$ cat src/rtl/instr_fetch_unit_if.sv
`default_nettype none
// ============================================================================
//  Module   : instr_fetch_unit_if
//  Brief    : Bundle of controller handshake and 8-bit memory read signals
//             seen by the instruction fetch unit.
//  Revision : 1.0 - initial release
// ============================================================================
interface instr_fetch_unit_if #(
  parameter int ADDR_W = 12
) ();
  // Controller side
  logic              fetchReq;
  logic              pcLoadEn;
  logic [ADDR_W-1:0] pcLoadValue;
  logic              instrValid;
  logic [3:0]        opcode;
  logic              isLong;
  logic [ADDR_W-1:0] operand;
  logic [ADDR_W-1:0] pc;
  logic              busy;
  logic              fault;
  // Memory side
  logic [7:0]        memData;
  logic              memReady;
  logic              memRead;
  logic [ADDR_W-1:0] memAddr;

  // The fetch unit itself
  modport slave (
    input  fetchReq, pcLoadEn, pcLoadValue, memData, memReady,
    output memRead, memAddr, instrValid, opcode, isLong, operand, pc, busy, fault
  );

  // Surrounding system: controller plus memory
  modport master (
    output fetchReq, pcLoadEn, pcLoadValue, memData, memReady,
    input  memRead, memAddr, instrValid, opcode, isLong, operand, pc, busy, fault
  );
endinterface
`default_nettype wire

$ cat src/rtl/instr_fetch_unit.sv
`default_nettype none
// ============================================================================
//  Module   : instr_fetch_unit
//  Brief    : Fetches one- or two-byte instructions over an 8-bit variable
//             latency memory port; owns PC, IR and TR; raises a sticky fault
//             when memory stalls for TIMEOUT consecutive cycles.
//  Revision : 1.0 - initial release
// ============================================================================
module instr_fetch_unit #(
  parameter int              ADDR_W   = 12,
  parameter logic [ADDR_W-1:0] RESET_PC = '0,
  parameter int              TIMEOUT  = 15
) (
  input  wire                     clk,
  input  wire                     rst,
  instr_fetch_unit_if.slave       bus
);

  localparam int CNT_W = $clog2(TIMEOUT + 1);

  typedef enum logic [2:0] {
    S_IDLE  = 3'd0,
    S_REQ1  = 3'd1,
    S_REQ2  = 3'd2,
    S_DONE  = 3'd3,
    S_FAULT = 3'd4
  } state_t;

  state_t            state_q, state_d;
  logic [ADDR_W-1:0] pc_q, pc_d;
  logic [7:0]        ir_q, ir_d;
  logic [7:0]        tr_q, tr_d;
  logic [CNT_W-1:0]  wait_q, wait_d;
  logic              fault_q, fault_d;

  logic [ADDR_W-1:0] pc_inc;
  logic              wait_expired;

  // Modulo-2^ADDR_W increment; also wraps between the two bytes of a long instruction.
  assign pc_inc       = pc_q + ADDR_W'(1);
  // Last allowed stall cycle: a further low memReady now ends in FAULT.
  assign wait_expired = (wait_q == CNT_W'(TIMEOUT - 1));

  // State and datapath registers; reset wipes any partially fetched instruction.
  always_ff @(posedge clk or posedge rst) begin
    if (rst) begin
      state_q <= S_IDLE;
      pc_q    <= RESET_PC;
      ir_q    <= '0;
      tr_q    <= '0;
      wait_q  <= '0;
      fault_q <= 1'b0;
    end else begin
      state_q <= state_d;
      pc_q    <= pc_d;
      ir_q    <= ir_d;
      tr_q    <= tr_d;
      wait_q  <= wait_d;
      fault_q <= fault_d;
    end
  end

  // Next-state logic: sequencing of byte reads, PC loads and the stall watchdog.
  always_comb begin
    state_d = state_q;
    pc_d    = pc_q;
    ir_d    = ir_q;
    tr_d    = tr_q;
    wait_d  = wait_q;
    fault_d = fault_q;

    unique case (state_q)
      S_IDLE: begin
        // A same-cycle load is visible to the fetch that starts next cycle.
        if (bus.pcLoadEn) pc_d = bus.pcLoadValue;
        if (bus.fetchReq) state_d = S_REQ1;
      end

      S_REQ1: begin
        if (bus.memReady) begin
          ir_d    = bus.memData;
          pc_d    = pc_inc;
          wait_d  = '0;
          state_d = bus.memData[7] ? S_REQ2 : S_DONE;
        end else if (wait_expired) begin
          wait_d  = '0;
          fault_d = 1'b1;
          state_d = S_FAULT;
        end else begin
          wait_d  = wait_q + CNT_W'(1);
        end
      end

      S_REQ2: begin
        if (bus.memReady) begin
          tr_d    = bus.memData;
          pc_d    = pc_inc;
          wait_d  = '0;
          state_d = S_DONE;
        end else if (wait_expired) begin
          wait_d  = '0;
          fault_d = 1'b1;
          state_d = S_FAULT;
        end else begin
          wait_d  = wait_q + CNT_W'(1);
        end
      end

      S_DONE: begin
        // Branch target may be loaded while the decoded instruction is presented.
        if (bus.pcLoadEn) pc_d = bus.pcLoadValue;
        state_d = S_IDLE;
      end

      S_FAULT: begin
        // Only a fresh PC from the controller clears a hung-memory condition.
        if (bus.pcLoadEn) begin
          pc_d    = bus.pcLoadValue;
          fault_d = 1'b0;
          state_d = S_IDLE;
        end
      end

      default: begin
        state_d = S_IDLE;
      end
    endcase
  end

  // Outputs decoded from state and held registers only.
  always_comb begin
    bus.memRead    = 1'b0;
    bus.memAddr    = '0;
    bus.instrValid = 1'b0;
    bus.busy       = 1'b0;
    if (state_q == S_REQ1 || state_q == S_REQ2) begin
      bus.memRead = 1'b1;
      bus.memAddr = pc_q;
      bus.busy    = 1'b1;
    end
    if (state_q == S_DONE) begin
      bus.instrValid = 1'b1;
      bus.busy       = 1'b1;
    end
  end

  assign bus.opcode  = ir_q[7:4];
  assign bus.isLong  = ir_q[7];
  // Short instructions ignore TR, which may be stale from an earlier fetch.
  assign bus.operand = ir_q[7] ? ADDR_W'({ir_q[3:0], tr_q}) : ADDR_W'(ir_q[3:0]);
  assign bus.pc      = pc_q;
  assign bus.fault   = fault_q;

endmodule
`default_nettype wire

$ cat src/flat_wrapper.sv
// flat-port wrapper written by rule: the top's interface ports become plain ports
module instr_fetch_unit_flat 
#(
  parameter int              ADDR_W   = 12,
  parameter logic [ADDR_W-1:0] RESET_PC = '0,
  parameter int              TIMEOUT  = 15
)
  (clk, rst, bus_fetchReq, bus_pcLoadEn, bus_pcLoadValue, bus_memData, bus_memReady, bus_memRead, bus_memAddr, bus_instrValid, bus_opcode, bus_isLong, bus_operand, bus_pc, bus_busy, bus_fault);
  instr_fetch_unit_if #(.ADDR_W(ADDR_W)) bus_i ();
  input  wire clk;
  input  wire rst;
  input wire logic [$bits(bus_i.fetchReq)-1:0] bus_fetchReq;
  input wire logic [$bits(bus_i.pcLoadEn)-1:0] bus_pcLoadEn;
  input wire logic [$bits(bus_i.pcLoadValue)-1:0] bus_pcLoadValue;
  input wire logic [$bits(bus_i.memData)-1:0] bus_memData;
  input wire logic [$bits(bus_i.memReady)-1:0] bus_memReady;
  output wire logic [$bits(bus_i.memRead)-1:0] bus_memRead;
  output wire logic [$bits(bus_i.memAddr)-1:0] bus_memAddr;
  output wire logic [$bits(bus_i.instrValid)-1:0] bus_instrValid;
  output wire logic [$bits(bus_i.opcode)-1:0] bus_opcode;
  output wire logic [$bits(bus_i.isLong)-1:0] bus_isLong;
  output wire logic [$bits(bus_i.operand)-1:0] bus_operand;
  output wire logic [$bits(bus_i.pc)-1:0] bus_pc;
  output wire logic [$bits(bus_i.busy)-1:0] bus_busy;
  output wire logic [$bits(bus_i.fault)-1:0] bus_fault;
  assign bus_i.fetchReq = bus_fetchReq;
  assign bus_i.pcLoadEn = bus_pcLoadEn;
  assign bus_i.pcLoadValue = bus_pcLoadValue;
  assign bus_i.memData = bus_memData;
  assign bus_i.memReady = bus_memReady;
  assign bus_memRead = bus_i.memRead;
  assign bus_memAddr = bus_i.memAddr;
  assign bus_instrValid = bus_i.instrValid;
  assign bus_opcode = bus_i.opcode;
  assign bus_isLong = bus_i.isLong;
  assign bus_operand = bus_i.operand;
  assign bus_pc = bus_i.pc;
  assign bus_busy = bus_i.busy;
  assign bus_fault = bus_i.fault;
  instr_fetch_unit #(.ADDR_W(ADDR_W), .RESET_PC(RESET_PC), .TIMEOUT(TIMEOUT)) u_core (.clk(clk), .rst(rst), .bus(bus_i));
endmodule
$ cat config.mk
export PLATFORM = sky130hd
export DESIGN_NAME = instr_fetch_unit_flat
export DESIGN_NICKNAME = d
export VERILOG_FILES = /design/src/rtl/instr_fetch_unit_if.sv /design/src/rtl/instr_fetch_unit.sv /design/src/flat_wrapper.sv
export SDC_FILE = /design/constraint.sdc
export NUM_CORES = 1
export LEC_CHECK = 0
export ABC_AREA = 1
export CORE_MARGIN = 1.5
export CORE_UTILIZATION = 40
export DETAILED_ROUTE_END_ITERATION = 8
export PLACE_DENSITY = 0.71
export SLEW_MARGIN = 10
export SYNTH_ARGS = -nofsm -noshare
export SYNTH_HDL_FRONTEND = slang
export SYNTH_SLANG_ARGS = --single-unit
$ cat constraint.sdc
create_clock -name clk -period 2.1 [get_ports clk]
set_clock_uncertainty 0.15 [all_clocks]
set_input_delay 0.315 -clock clk [delete_from_list [all_inputs] [get_ports clk]]
set_output_delay 0.315 -clock clk [all_outputs]
set_load 0.005 [all_outputs]
# ---- After elaboration in Yosys (flattened, before gate mapping)
# Cells that the tools add are included.
# Widths: inputs -> output; s select.
dict set report classes {
  addsub 2
  eq_ne 11
  mux 21
  reduce_logical 11
}
# operator n
set ops {}
lappend ops {{$mux 12} 4}
lappend ops {{$pmux 12 s2} 1}
lappend ops {{$mux 3} 5}
lappend ops {{$add 12x1->12 const B} 1}
lappend ops {{$pmux 3 s4} 1}
lappend ops {{$mux 4} 2}
lappend ops {{$mux 1} 7}
lappend ops {{$eq 3x2->1 const B} 2}
lappend ops {{$ne 2x1->1 const B} 3}
lappend ops {{$ne 2x2->1 const B} 3}
lappend ops {{$reduce_and 2->1} 3}
lappend ops {{$add 4x1->4 const B} 1}
lappend ops {{$eq 4x4->1 const B} 1}
lappend ops {{$reduce_and 4->1} 1}
lappend ops {{$reduce_bool 2->1} 2}
lappend ops {{$eq 3x1->1 const B} 1}
lappend ops {{$eq 3x3->1 const B} 1}
lappend ops {{$logic_not 3->1} 1}
lappend ops {{$reduce_and 3->1} 1}
lappend ops {{$reduce_or 3->1} 1}
lappend ops {{$pmux 1 s2} 1}
lappend ops {{$reduce_or 2->1} 1}
lappend ops {{$logic_or 1x1->1} 1}
dict set report word_totals {
  regBits 36
}

# ---- Depth between registers and ports, before layout
# Gate-level depths: netlist (run 1).
dict set report depth {
  ltp_word 4
  depth_mapped 9
  ltp_nobuf 9
}

# ---- Worst setup path before layout (run 1)
# No wires, ideal clock.
dict set report synth_timing {
  path_kind {reg2out}
  start {reg u_core.state_q[2]}
  end {out bus_memAddr[10]}
  arrival_time_ps 1141
  slack_ps 494
  stages_incl_launch_ff 7
  cell_sequence {dfrtp_1 -> inv_2 -> nand3_2 -> nand2_4 -> inv_2 -> buf_2 -> nor2_1}
}
dict set report synth_between {
  elab_chain_len 3
}
# item line
set synth_rtl {}
lappend synth_rtl {{start, declared} instr_fetch_unit.sv:29} ;# state_t state_q, state_d;
lappend synth_rtl {{start signal, assigned} instr_fetch_unit.sv:54} ;# state_q <= state_d;
lappend synth_rtl {{$eq 3x1->1 / $eq 3x2->1 (equally long branches)} instr_fetch_unit.sv:136} ;# if (state_q == S_REQ1 || state_q == S_REQ2) begin
lappend synth_rtl {{$logic_or 1x1->1 *} instr_fetch_unit.sv:136}
lappend synth_rtl {{$mux 12 *} instr_fetch_unit.sv:136}
lappend synth_rtl {{end, declared} flat_wrapper.sv:18} ;# output wire logic [$bits(bus_i.memAddr)-1:0] bus_memAddr;
# Every way passes the cells marked *; elsewhere a longest branch is shown, timed or not.

# ---- Final worst setup path (run 1)
dict set report layout_timing {
  start {reg u_core.state_q[0]}
  end {out bus_memAddr[10]}
}
# The elaborated chain is that of the path after synthesis.

==> results of run 1 <==
## flip-flops by register name (all words and copies together), names as in the netlist
name              count
u_core.bus.pc        12
u_core.bus.fault      1
u_core.ir_q           8
u_core.wait_q         4
u_core.tr_q           8
u_core.state_q        3
## critical path, delay by kind of cell, from the launching register on
| kind | cells | cell delay [ns] |
|---|---|---|
| buf+inv | 4 | 0.66 |
| simple gates | 3 | 0.21 |
| flops | 1 | 0.43 |
## power breakdown
| group | switching (µW) | total [µW] | internal [µW] |
|---|---|---|---|
| logic | 1280 | 2540 | 1260 |
| clock network | 260 | 497 | 237 |
| registers | 305 | 1310 | 1000 |
| total | 1840 | 4350 | 2500 |
## per-layer routing
metal,part of all wire [%],GRT usage [%],up-vias
met3,4.1,3.65,6
li1,-,-,1122
met5,0,0,-
met1,44,26.4,1031
met4,0.79,8.00,0
met2,51,34.6,46
## Yosys cell counts
cell / instances
buf_6: 3
nand3b_1: 1
nor2_1: 29
o21ai_0: 27
a22oi_1: 1
nand2_2: 1
nand3_1: 31
nand2_4: 4
a21oi_1: 1
nor3_1: 1
dfrtp_1: 36
clkbuf_1: 2
inv_2: 2
ha_1: 3
nor2_2: 2
mux2_2: 3
a21oi_2: 2
o21ai_4: 1
nand3_2: 1
inv_1: 41
mux2_1: 1
nand2_1: 90
xnor2_1: 1
buf_4: 4
nor2_4: 1
o31ai_1: 1
o21ai_2: 5
buf_2: 3
xor2_1: 1
nand4_1: 4
or2_2: 2
## metrics by stage
step / utilization, % / instance area, µm² / setup WS (ns) / total power, µW
after CTS: 59.1 / 3090 / 0.0245 / 4290
after detailed placement: 56.6 / 2960 / 0.0524 / 3760
after global placement: 56.6 / 2960 / 0.129 / 3720
final: 59.7 / 3130 / 0.0333 / 4350
after floorplan: - / 2220 / 0.494 / 2690
after global routing: 59.7 / 3130 / -0.0424 / 4750
## cell type report
| type | instances | area [µm²] |
|---|---|---|
| clock buffers | 7 | 76.3 |
| clock inverters | 1 | 8.76 |
| fillers | 474 | 2110 |
| inverters | 43 | 169 |
| multi-input cells | 214 | 1080 |
| flip-flops and latches | 36 | 902 |
| well taps | 70 | 87.6 |
| repair buffers | 86 | 805 |
## how the worst max path moves through the flow
stage	startpoint	end	slack, ns	cells past startpoint
floorplan	u_core.state_q[2]$_DFFE_PP0P_	bus_memAddr[10]	0.49	6
global placement	u_core.state_q[0]$_DFFE_PP0P_	bus_memAddr[1]	0.13	6
detailed placement	u_core.state_q[0]$_DFFE_PP0P_	bus_memAddr[10]	0.05	6
CTS	u_core.state_q[0]$_DFFE_PP0P_	bus_memAddr[10]	0.02	7
global route	u_core.state_q[0]$_DFFE_PP0P_	bus_memAddr[8]	-0.04	7
finish	u_core.state_q[0]$_DFFE_PP0P_	bus_memAddr[10]	0.03	7
## cells by family after synthesis
family          count (synthesis)  synth area share, %
buf+inv                        55                 11.2
simple gates                  167                 33.2
compound gates                 38                 10.5
xor+xnor                        2                0.790
fa+ha+maj                       3                 1.69
mux                             4                 2.03
flops                          36                 40.6
## repair_timing
item / CTS / global route
pin swaps: 1 / 0
buffers inserted: 7 / 3
gates resized for setup: 17 / 6
endpoints found under the setup margin: 23 / 15
## cell usage in the layout, fill, tap and decap left out, drive strengths merged
cell type and count:
nand3b 1, clkdlybuf4s50 55, inv 43, dlymetal6s2s 1, nand4 4, xor2 1
a22oi 1, o21ai 33, dfrtp 36, or2 2, nor3 1, mux2 4
clkinv 1, nor2 32, a21oi 3, o31ai 1, buf 16, nand3 32
dlygate4sd2 13, nand2 95, xnor2 1, clkbuf 8, ha 3
==> results.cfg, run 1 <==
[routing]
avgViaCountPerCell = 4.82
wl_mm = 5.84
dr.pass1.iters = 4
drtIter0Drc = 131
antenna_left = 0
wl_per_cell_um = 12.8
vias = 2205
drc = 0

[timing]
finalSetupTns_ns = 0
min_period_ns = 2.07
maxSlewViolCount = 0
setup_viol = 0
period_share_pct = 98.4
hold_ws_ns = 0.288
relSlewSlack_pct = 68.3
rsz0062_at_grt = yes
max_freq_mhz = 484
tightest_slew_ns = 0.476
hold_viol_final = 0

[synth]
synth.cell_area_mm2 = 0.00222
ys.warnings.count = 0
synthTopCellsByArea = dfrtp_1 (41%), nand2_1 (15%), nand3_1 (7.0%), inv_1 (6.9%), o21ai_0 (6.1%)
syn_nets = 333
synth_area_per_cell_um2 = 7.27
yosys.area.top_type_share_pct = 40.6
synth_cells = 305
synth_top_cell_by_area = dfrtp_1
synth-seq-area-share_pct = 40.6
ys_types = 31
ys_ff_latch = 36

[cts]
cts.sinks = 36
cts-htree-levels = 2
ctsRootBufferMaster = clkbuf_8
tritoncts = done
clock_latency_ns = 0.29
hold_buffers = 0
numCtsBuffers = 5
clock_path_buffers = 2
clkSlewWorstSetupHoldPaths_ns = 0.08

[grt]
grt_pass1_vias = 2115
grt_pass1_wl_mm = 9.89
grt_max_degree = 37
grt_usage_pct = 20.6
overflow = 0
antenna_found_initial = 0

[critical_path]
critPathMaxFanout = 17
slowest_delay_ns = 0.43
r2r_setup_slack_ns = 0.36
cp.required_ns = 1.63
r2r_cells = 8
startpoint_type = flop
cp_slowest_cell = dfrtp_1
path_common_cell = buf_4
reg2reg_to = u_core.bus.pc[7]$_DFFE_PP0P_
arrival_ns = 1.60
r2r-start = u_core.state_q[0]$_DFFE_PP0P_
worstSetupEndpointType = output pin
crit_type = reg -> out
path_cells = buf_4 > nand3_2 > nand2_4 > buf_4 > inv_8 > nor2_1 > dlygate4sd2_1

[place]
placedCellCount = 439
hpwl_mm = 4.11
gp_congestion = 0.912
portBuffers = 69

[floorplan]
rows = 26
die_w_um = 77.5
core_mm2 = 0.00524
pin_count = 70
die_y_um = 77.5
start_util_pct = 42.4
fp.dieArea_mm2 = 0.00600

[pwr]
power_density_mw_per_mm2 = 1390
p_leak_uw = 0.00158
peakVddDrop_v = 0.000658

[cells_and_area]
area_delta_synth_final_pct = 40.9
fin_cells = 457
nNetsFinal = 414
layout-drive-gt1-share_pct = 13.2
num_antenna_cells = 0

[flow_run]
maxCapViolCount = 0

[min_path]
hp-class = in -> async

[outcome]
outcome = complete, no violations
No activity file was read; power rests on OpenSTA's default activity.
==> run 2, diff against run 1 <==
--- a/config.mk
+++ b/config.mk
@@ -5,11 +5,11 @@
 export SDC_FILE = /design/constraint.sdc
 export NUM_CORES = 1
 export LEC_CHECK = 0
-export ABC_AREA = 1
 export CORE_MARGIN = 1.5
 export CORE_UTILIZATION = 40
 export DETAILED_ROUTE_END_ITERATION = 8
 export PLACE_DENSITY = 0.71
+export RECOVER_POWER = 100
 export SLEW_MARGIN = 10
 export SYNTH_ARGS = -nofsm -noshare
 export SYNTH_HDL_FRONTEND = slang
==> results.cfg, run 2 <==
[timing]
hold_ws_ns = 0.357
max_freq_mhz = 497
period_share_pct = 95.8
tightest_slew_ns = 0.907
hold_viol_final = 0
relSlewSlack_pct = 39.5
rsz0062_at_grt = no
fin_ws_ns = 0.0884
setup_viol = 0
maxSlewViolCount = 0
min_period_ns = 2.01

[cells_and_area]
area_delta_synth_final_pct = 43.9
layout_commonest_cell = clkdlybuf4s50_1
mostFrequentLayoutCells = clkdlybuf4s50_1 (38), dfrtp_1 (35), mux2_2 (21)
postLayoutCoreUtil_pct = 60.1
num-fill-cells = 450
nNetsFinal = 326
largest_reg_flops = 12
num_antenna_cells = 0
layout-drive-gt1-share_pct = 19.4

[critical_path]
crit_type = reg -> out
cp.required_ns = 1.63
startpoint_type = flop
arrival_ns = 1.55
critPathMaxFanout = 15
worstSetupEndpointType = output pin

[flow_run]
maxCapViolCount = 0

[routing]
drc = 0
vias = 1970
wl_mm = 5.58
dr.pass1.iters = 4
avgViaCountPerCell = 5.34
antenna_left = 0
drtIter0Drc = 131
wl_per_cell_um = 15.1

[synth]
synth_top_cell_by_area = dfrtp_1
synth-seq-area-share_pct = 41.7
synthTopCellsByArea = dfrtp_1 (42%), mux2_2 (11%), and2_1 (4.9%), a21oi_1 (3.2%), o21ai_0 (2.5%)
synth_area_per_cell_um2 = 10.1
syn_nets = 242
synth_cells = 214
synth.cell_area_mm2 = 0.00216
synth_edf_count = 0
synth_most_common_cell = dfrtp_1
async_flop_share_pct = 100
ys_ff_latch = 36
ys.warnings.count = 0
ys.flop_type = dfrtp_1
ys_types = 49
yosys.area.top_type_share_pct = 41.7
synth_top_cells_by_count = dfrtp_1 (36), mux2_2 (21), and2_1 (17), a21oi_1 (14), o21ai_0 (11)

[grt]
grt_usage_pct = 19.9
grt_pass1_vias = 1878
antenna_found_initial = 0
grt_max_degree = 37
grt_pass1_wl_mm = 9.38
overflow = 0

[pwr]
peakVddDrop_v = 0.000776
power_density_mw_per_mm2 = 1580
p_leak_uw = 0.00135

[place]
place_worst_setup_slack_ns = -0.0220
hpwl_mm = 4.01
gp_congestion = 0.823
portBuffers = 69

[cts]
hold_buffers = 0
numCtsBuffers = 5
clock_path_buffers = 2
cts.sinks = 36
clock_latency_ns = 0.28
ctsRootBufferMaster = clkbuf_8
cts-htree-levels = 2
clkSlewWorstSetupHoldPaths_ns = 0.07
tritoncts = done

[outcome]
outcome = complete, no violations

[floorplan]
rows = 26
fp.dieArea_mm2 = 0.00585
die_y_um = 76.5
die_w_um = 76.5
pin_count = 70
core_mm2 = 0.00517
start_util_pct = 41.8

[min_path]
hp-class = reg -> reg
[run 2: cell count changes after synthesis, sizes merged, moves of 18 or more]
cell   before  now
mux2        4   22
nand2      95   10
inv        43    9
nand3      32    9
nor2       32    8
o21ai      33   11
[run 2: path summary, 6_finish.rpt]
path                       cells past startpoint                           end  slack (ns)                           from
max                                            4                      bus_busy        0.09  u_core.state_q[0]$_DFFE_PP0P_
min                                            1    u_core.ir_q[5]$_DFFE_PP0P_        0.36     u_core.ir_q[5]$_DFFE_PP0P_
max reg2reg                                    6  u_core.bus.pc[8]$_DFFE_PP0P_        0.13  u_core.state_q[0]$_DFFE_PP0P_
min reg2reg                                    1    u_core.ir_q[5]$_DFFE_PP0P_        0.36     u_core.ir_q[5]$_DFFE_PP0P_
max in group asynchronous                      3    u_core.ir_q[7]$_DFFE_PP0P_        0.59                            rst
min in group asynchronous                      3    u_core.ir_q[4]$_DFFE_PP0P_        0.59                            rst
[run 2: report_power, final]
group / internal [µW] / total, µW / switching (µW) / leakage, µW
clock network: 352 / 600 / 247 / 0.0000552
logic: 1710 / 3010 / 1290 / 0.000861
registers: 1020 / 1300 / 286 / 0.000430
[run 2: cell type report]
class	count	area, µm²	share of cell area (%)
clock buffers	6	72.6	2.33
clock inverters	2	35.0	1.13
inverters	9	33.8	1.09
repair buffers	96	876	28.2
flip-flops and latches	36	902	29.0
well taps	70	87.6	2.82
multi-input cells	150	1100	35.5
[run 2: repair_timing]
item,CTS,global route
gates resized for setup,15,5
setup buffers,1,3
pin swaps,0,1
endpoints found under the setup margin,18,8
[run 2: logic make-up (layout without fill, tap and decap cells)]
group	Yosys count	in the layout	share of synthesized area, %
buffers and inverters	28	113	7.35
flip-flops	36	36	41.7
AO/OA/AOI/OAI	52	52	17.1
adder cells (fa/ha/maj)	3	3	1.74
AND/OR/NAND/NOR	70	70	18.8
multiplexers	23	23	12.1
XOR/XNOR	2	2	1.16
[run 2: per-layer routing]
| layer | wire length (µm) | GRT usage [%] | up-vias |
|---|---|---|---|
| met5 | 0 | 0 | - |
| met4 | 87 | 5.93 | 0 |
| met3 | 541 | 7.43 | 11 |
| met2 | 2510 | 30.5 | 96 |
| met1 | 2440 | 26.1 | 926 |
| li1 | - | - | 937 |
[run 2: worst max-delay path, cell delays in order, from the launching register on]
cell and delay (ns):
dfrtp_1 0.42, buf_8 0.18, nor2_4 0.06, nor2_1 0.10, clkdlybuf4s50_1 0.51
[run 2: stage by stage]
stage / power [µW] / setup TNS, ns / instance area (µm²) / instances
floorplan: 2930 / 0 / 2160 / 214
global placement: 4420 / -0.0104 / 3000 / 357
detailed placement: 4460 / -0.0464 / 3000 / 357
CTS: 5010 / 0 / 3110 / 366
global route: 5320 / 0 / 3110 / 369
finish: 4910 / 0 / 3110 / 369
==> run 3, diff against run 2 <==
--- a/config.mk
+++ b/config.mk
@@ -8,7 +8,7 @@
 export CORE_MARGIN = 1.5
 export CORE_UTILIZATION = 40
 export DETAILED_ROUTE_END_ITERATION = 8
-export PLACE_DENSITY = 0.71
+export PLACE_DENSITY = 0.81
 export RECOVER_POWER = 100
 export SLEW_MARGIN = 10
 export SYNTH_ARGS = -nofsm -noshare
==> results.cfg, run 3 (same netlist as run 2, synthesis figures left out) <==
[outcome]
outcome = complete, no violations

[routing]
drc = 0
antenna_left = 0
dr.pass1.iters = 4
wl_mm = 5.83
vias = 1992
wl_per_cell_um = 15.8
avgViaCountPerCell = 5.38
drtIter0Drc = 134

[critical_path]
reg2reg_to = u_core.bus.pc[8]$_DFFE_PP0P_
critPathMaxFanout = 15
startpoint_type = flop
worstSetupEndpointType = output pin
r2r_setup_slack_ns = 0.07
crit_type = reg -> out
arrival_ns = 1.62
r2r_cells = 6
r2r-start = u_core.state_q[0]$_DFFE_PP0P_
slowest_delay_ns = 0.49
cp_slowest_cell = clkdlybuf4s50_1
cp.required_ns = 1.63
path_cells = buf_6 > nand3b_1 > inv_1 > clkdlybuf4s50_1

[floorplan]
pin_count = 70
core_mm2 = 0.00517
die_y_um = 76.5
start_util_pct = 41.8
fp.dieArea_mm2 = 0.00585
die_w_um = 76.5
rows = 26

[cts]
clock_path_buffers = 2
hold_buffers = 0
tritoncts = done
numCtsBuffers = 5
cts-htree-levels = 2
ctsRootBufferMaster = clkbuf_8
clock_latency_ns = 0.30
cts.sinks = 36
clkSlewWorstSetupHoldPaths_ns = 0.09

[cells_and_area]
layout-drive-gt1-share_pct = 21.0
num_antenna_cells = 0
area_delta_synth_final_pct = 43.8
seq_area_um2 = 903
nNetsFinal = 327
mostFrequentLayoutCells = clkdlybuf4s50_1 (35), dfrtp_1 (34), mux2_2 (20)
layout_commonest_cell = clkdlybuf4s50_1
multi_input_area_mm2 = 0.00111
num-fill-cells = 434
largest_reg_flops = 12
postLayoutCoreUtil_pct = 60.1

[grt]
grt_pass1_vias = 2060
grt_use_met1_pct = 23.9
grt_pass1_wl_mm = 9.72
antenna_found_initial = 0
overflow = 0
grt-busiest-layer = met2
grt_usage_pct = 20.5
gr-usage-met2_pct = 36.6
grt_max_degree = 37
met3_usage_pct = 5.99

[flow_run]
maxCapViolCount = 0

[min_path]
holdPathStages = 1
worstHoldStart = u_core.ir_q[4]$_DFFE_PP0P_
hp-class = reg -> reg
holdPathEnd = u_core.ir_q[4]$_DFFE_PP0P_

[timing]
max_freq_mhz = 481
tightest_slew_ns = 0.906
fin_ws_ns = 0.0198
min_period_ns = 2.08
maxSlewViolCount = 0
setup_viol = 0
hold_viol_final = 0
rsz0062_at_grt = yes
period_share_pct = 99.1
relSlewSlack_pct = 39.6

[pwr]
peakVddDrop_v = 0.000857
total_power_uw = 4990
p_leak_uw = 0.00134
power_density_mw_per_mm2 = 1600

[place]
gp_congestion = 0.886
place_worst_setup_slack_ns = -0.0503
hpwl_mm = 4.20
portBuffers = 69
## run 3: how the worst max path moves through the flow
stage	from	to	slack, ns	depth (start not counted)
CTS	u_core.state_q[0]$_DFFE_PP0P_	bus_memRead	-0.005	4
finish	u_core.state_q[0]$_DFFE_PP0P_	bus_instrValid	0.02	4
detailed placement	bus_memReady	u_core.bus.pc[10]$_DFFE_PP0P_	-0.05	6
floorplan	u_core.bus.pc[0]$_DFFE_PP0P_	u_core.bus.pc[10]$_DFFE_PP0P_	0.26	6
global placement	bus_memReady	u_core.bus.pc[10]$_DFFE_PP0P_	-0.02	6
global route	u_core.state_q[0]$_DFFE_PP0P_	bus_instrValid	-0.05	4
## run 3: layer usage
layer  share of wire (%)  vias to the layer above
met4                 1.1                        0
met5                   0                        -
li1                    -                      944
met1                  42                      970
met3                 6.9                        7
met2                  50                       71
## run 3: critical path: cells and delay by family (launching register included)
kind                   cells  cell delay [ns]
and+or+nand+nor            1             0.14
buffers and inverters      3             0.76
DFF                        1             0.41
## run 3: final cells by class
type,instances,share of cell area (%)
Multi-Input combinational cell,150,35.6
Inverter,9,1.09
Timing Repair Buffer,97,27.8
Clock inverter,3,1.37
Tap cell,70,2.82
Clock buffer,5,2.21
Sequential cell,36,29.1
## run 3: what timing repair did
action	4_1_cts	5_1_grt
gates resized for setup	15	5
setup buffers	5	1
pin swaps	0	1
setup endpoints to repair	27	8
## run 3: power breakdown
part	switching, µW	internal [µW]	leakage [µW]	total, µW
sequential	308	1020	0.000428	1320
clock	284	352	0.0000541	636
combinational	1310	1720	0.000862	3030
total	1900	3090	0.00134	4990
## run 3: per-stage QoR
| stage | TNS [ns] | instances | instance area [µm²] | hold slack [ns] |
|---|---|---|---|---|
| after floorplan | 0 | 214 | 2160 | 0.315 |
| after global placement | -0.0189 | 356 | 2990 | 0.332 |
| after detailed placement | -0.117 | 356 | 2990 | 0.344 |
| after CTS | -0.00523 | 369 | 3140 | 0.308 |
| after global routing | -0.204 | 370 | 3110 | 0.379 |
| final | 0 | 370 | 3110 | 0.357 |
==> edit (config.mk and constraints of run 2) <==
`ADDR_W` is set to 12 in 3 places; all go to 11.
--- a/src/rtl/instr_fetch_unit_if.sv
+++ b/src/rtl/instr_fetch_unit_if.sv
@@ -6,7 +6,7 @@
 //  Revision : 1.0 - initial release
 // ============================================================================
 interface instr_fetch_unit_if #(
-  parameter int ADDR_W = 12
+  parameter int ADDR_W = 11
 ) ();
   // Controller side
   logic              fetchReq;
--- a/src/rtl/instr_fetch_unit.sv
+++ b/src/rtl/instr_fetch_unit.sv
@@ -7,7 +7,7 @@
 //  Revision : 1.0 - initial release
 // ============================================================================
 module instr_fetch_unit #(
-  parameter int              ADDR_W   = 12,
+  parameter int              ADDR_W   = 11,
   parameter logic [ADDR_W-1:0] RESET_PC = '0,
   parameter int              TIMEOUT  = 15
 ) (
--- a/src/flat_wrapper.sv
+++ b/src/flat_wrapper.sv
@@ -1,7 +1,7 @@
 // flat-port wrapper written by rule: the top's interface ports become plain ports
 module instr_fetch_unit_flat 
 #(
-  parameter int              ADDR_W   = 12,
+  parameter int              ADDR_W   = 11,
   parameter logic [ADDR_W-1:0] RESET_PC = '0,
   parameter int              TIMEOUT  = 15
 )
Interface: changed (resized bus_memAddr, bus_operand, bus_pc and bus_pcLoadValue); port bits go from 70 to 66. The function was not compared with the original's and may differ.
==> edit against run 2 <==
Maximum frequency down 0.71%; sequential power decreased by 3%; final area is 2.1% lower; worst setup slack got worse by 0.014 ns; global-route usage grew 0.74 points; count of clock-buffer cells in the layout is 1 higher; utilization fell by 0.10 points; total power decreased by 7.0%; sequential cell count is 1 lower; register-to-register slack worse by 0.03 ns; wire length decreased by 2.5%; area after synthesis shrank 3.3%; sequential share of layout area is 0.21 points lower.
==> edit: results (changes against run 2) <==
stage	metric	value	unit	change
outcome	status	completed		
place	Placed Area	2960	um2	-1.4%
final_layout	clk tree area frac	0.0267		-0.00790
setup_path	CP Max Fanout	10		-5
place	gpl congestion	0.861		+4.6%
route	DR WL met2	2580	um	+2.7%
synth	dominant cells by area after synthesis	dfrtp_1 (42%), mux2_2 (12%), and2_1 (4.5%), buf_4 (2.5%), nand2_1 (2.5%)		
final_layout	Non-clock buffers	99		+3.1%
route	wire per inst	14.7	um	-2.5%
final_layout	Nets	325		-0.31%
final_layout	area occupied by multi-input gates	1120	um2	+1.6%
pwr	peak supply drop	0.000726	V	-6.5%
route	1st-iter DRT viols	91		-31%
grt	first-pass GRT wire length	8640	um	-7.9%
timing	Hold Slack	0.348	ns	-0.00877 ns
setup_path	Max stage delay on crit path	0.40	ns	-0.11 ns
final_layout	multi-input gates	149		-0.67%
synth	register area share after synthesis	0.419		+0.00225
final_layout	layout cells sized above 1	0.274		+0.0803
synth	commonest cells in the netlist	dfrtp_1 (35), mux2_2 (22), and2_1 (15), nand2_1 (14), nor2_1 (10)		
grt	vias in the first global route	1837		-2.2%
grt	Total GRT Usage	0.206		+0.00742
place	worst slack at placement	-0.0625	ns	-0.0404 ns
final_layout	Non-CTS inverters	8		-1
final_layout	clock buf count	7		+1
die	Placeable Area	5070	um2	-1.9%
timing	worst-margin pin slew	0.872	ns	-0.0353 ns
grt	GR Layer Usage met3	0.0495		-0.0247
clocking	TritonCTS Sinks	35		-2.8%
## edit: stage by stage
| step | std cells | utilization |
|---|---|---|
| finish | 369 | 0.600 |
| floorplan | 206 | - |
| CTS | 367 | 0.611 |
| global placement | 353 | 0.583 |
| global route | 369 | 0.600 |
| detailed placement | 353 | 0.583 |
## edit: logic make-up after synthesis
kind of cell,share of synthesized area
flops,0.419
fa+ha+maj,0.0180
compound gates,0.165
simple gates,0.204
buf+inv,0.0611
mux,0.133
## edit: what timing repair did
| action | CTS | global route |
|---|---|---|
| gates cloned | 0 | 1 |
| endpoints found under the setup margin | 17 | 20 |
| pin swaps | 2 | 1 |
| setup buffers | 6 | 1 |
| resized for setup | 34 | 22 |
## edit: final timing paths
kind / startpoint / end / cells past startpoint
worst min register to register: u_core.tr_q[4] / u_core.tr_q[4] / 1
min in group asynchronous: rst / u_core.bus.pc[4] / 3
worst max register to register: u_core.state_q[0] / u_core.bus.pc[8] / 6
worst min-delay path: u_core.tr_q[4] / u_core.tr_q[4] / 1
worst max-delay path: u_core.state_q[0] / bus_memAddr[10] / 7
max in group asynchronous: rst / u_core.ir_q[7] / 3
## edit: worst register-to-register path, stage by stage (launching register included)
cell and delay, ns:
dfrtp_1 0.40, buf_4 0.14, buf_4 0.17, and3b_1 0.23, or2_4 0.32, o31a_1 0.31
o22a_1 0.19
## edit: where the power goes
| group | total, uW | internal [uW] | switching [uW] |
|---|---|---|---|
| clock network | 481 | 233 | 248 |
| logic | 2820 | 1620 | 1200 |
| registers | 1260 | 992 | 273 |
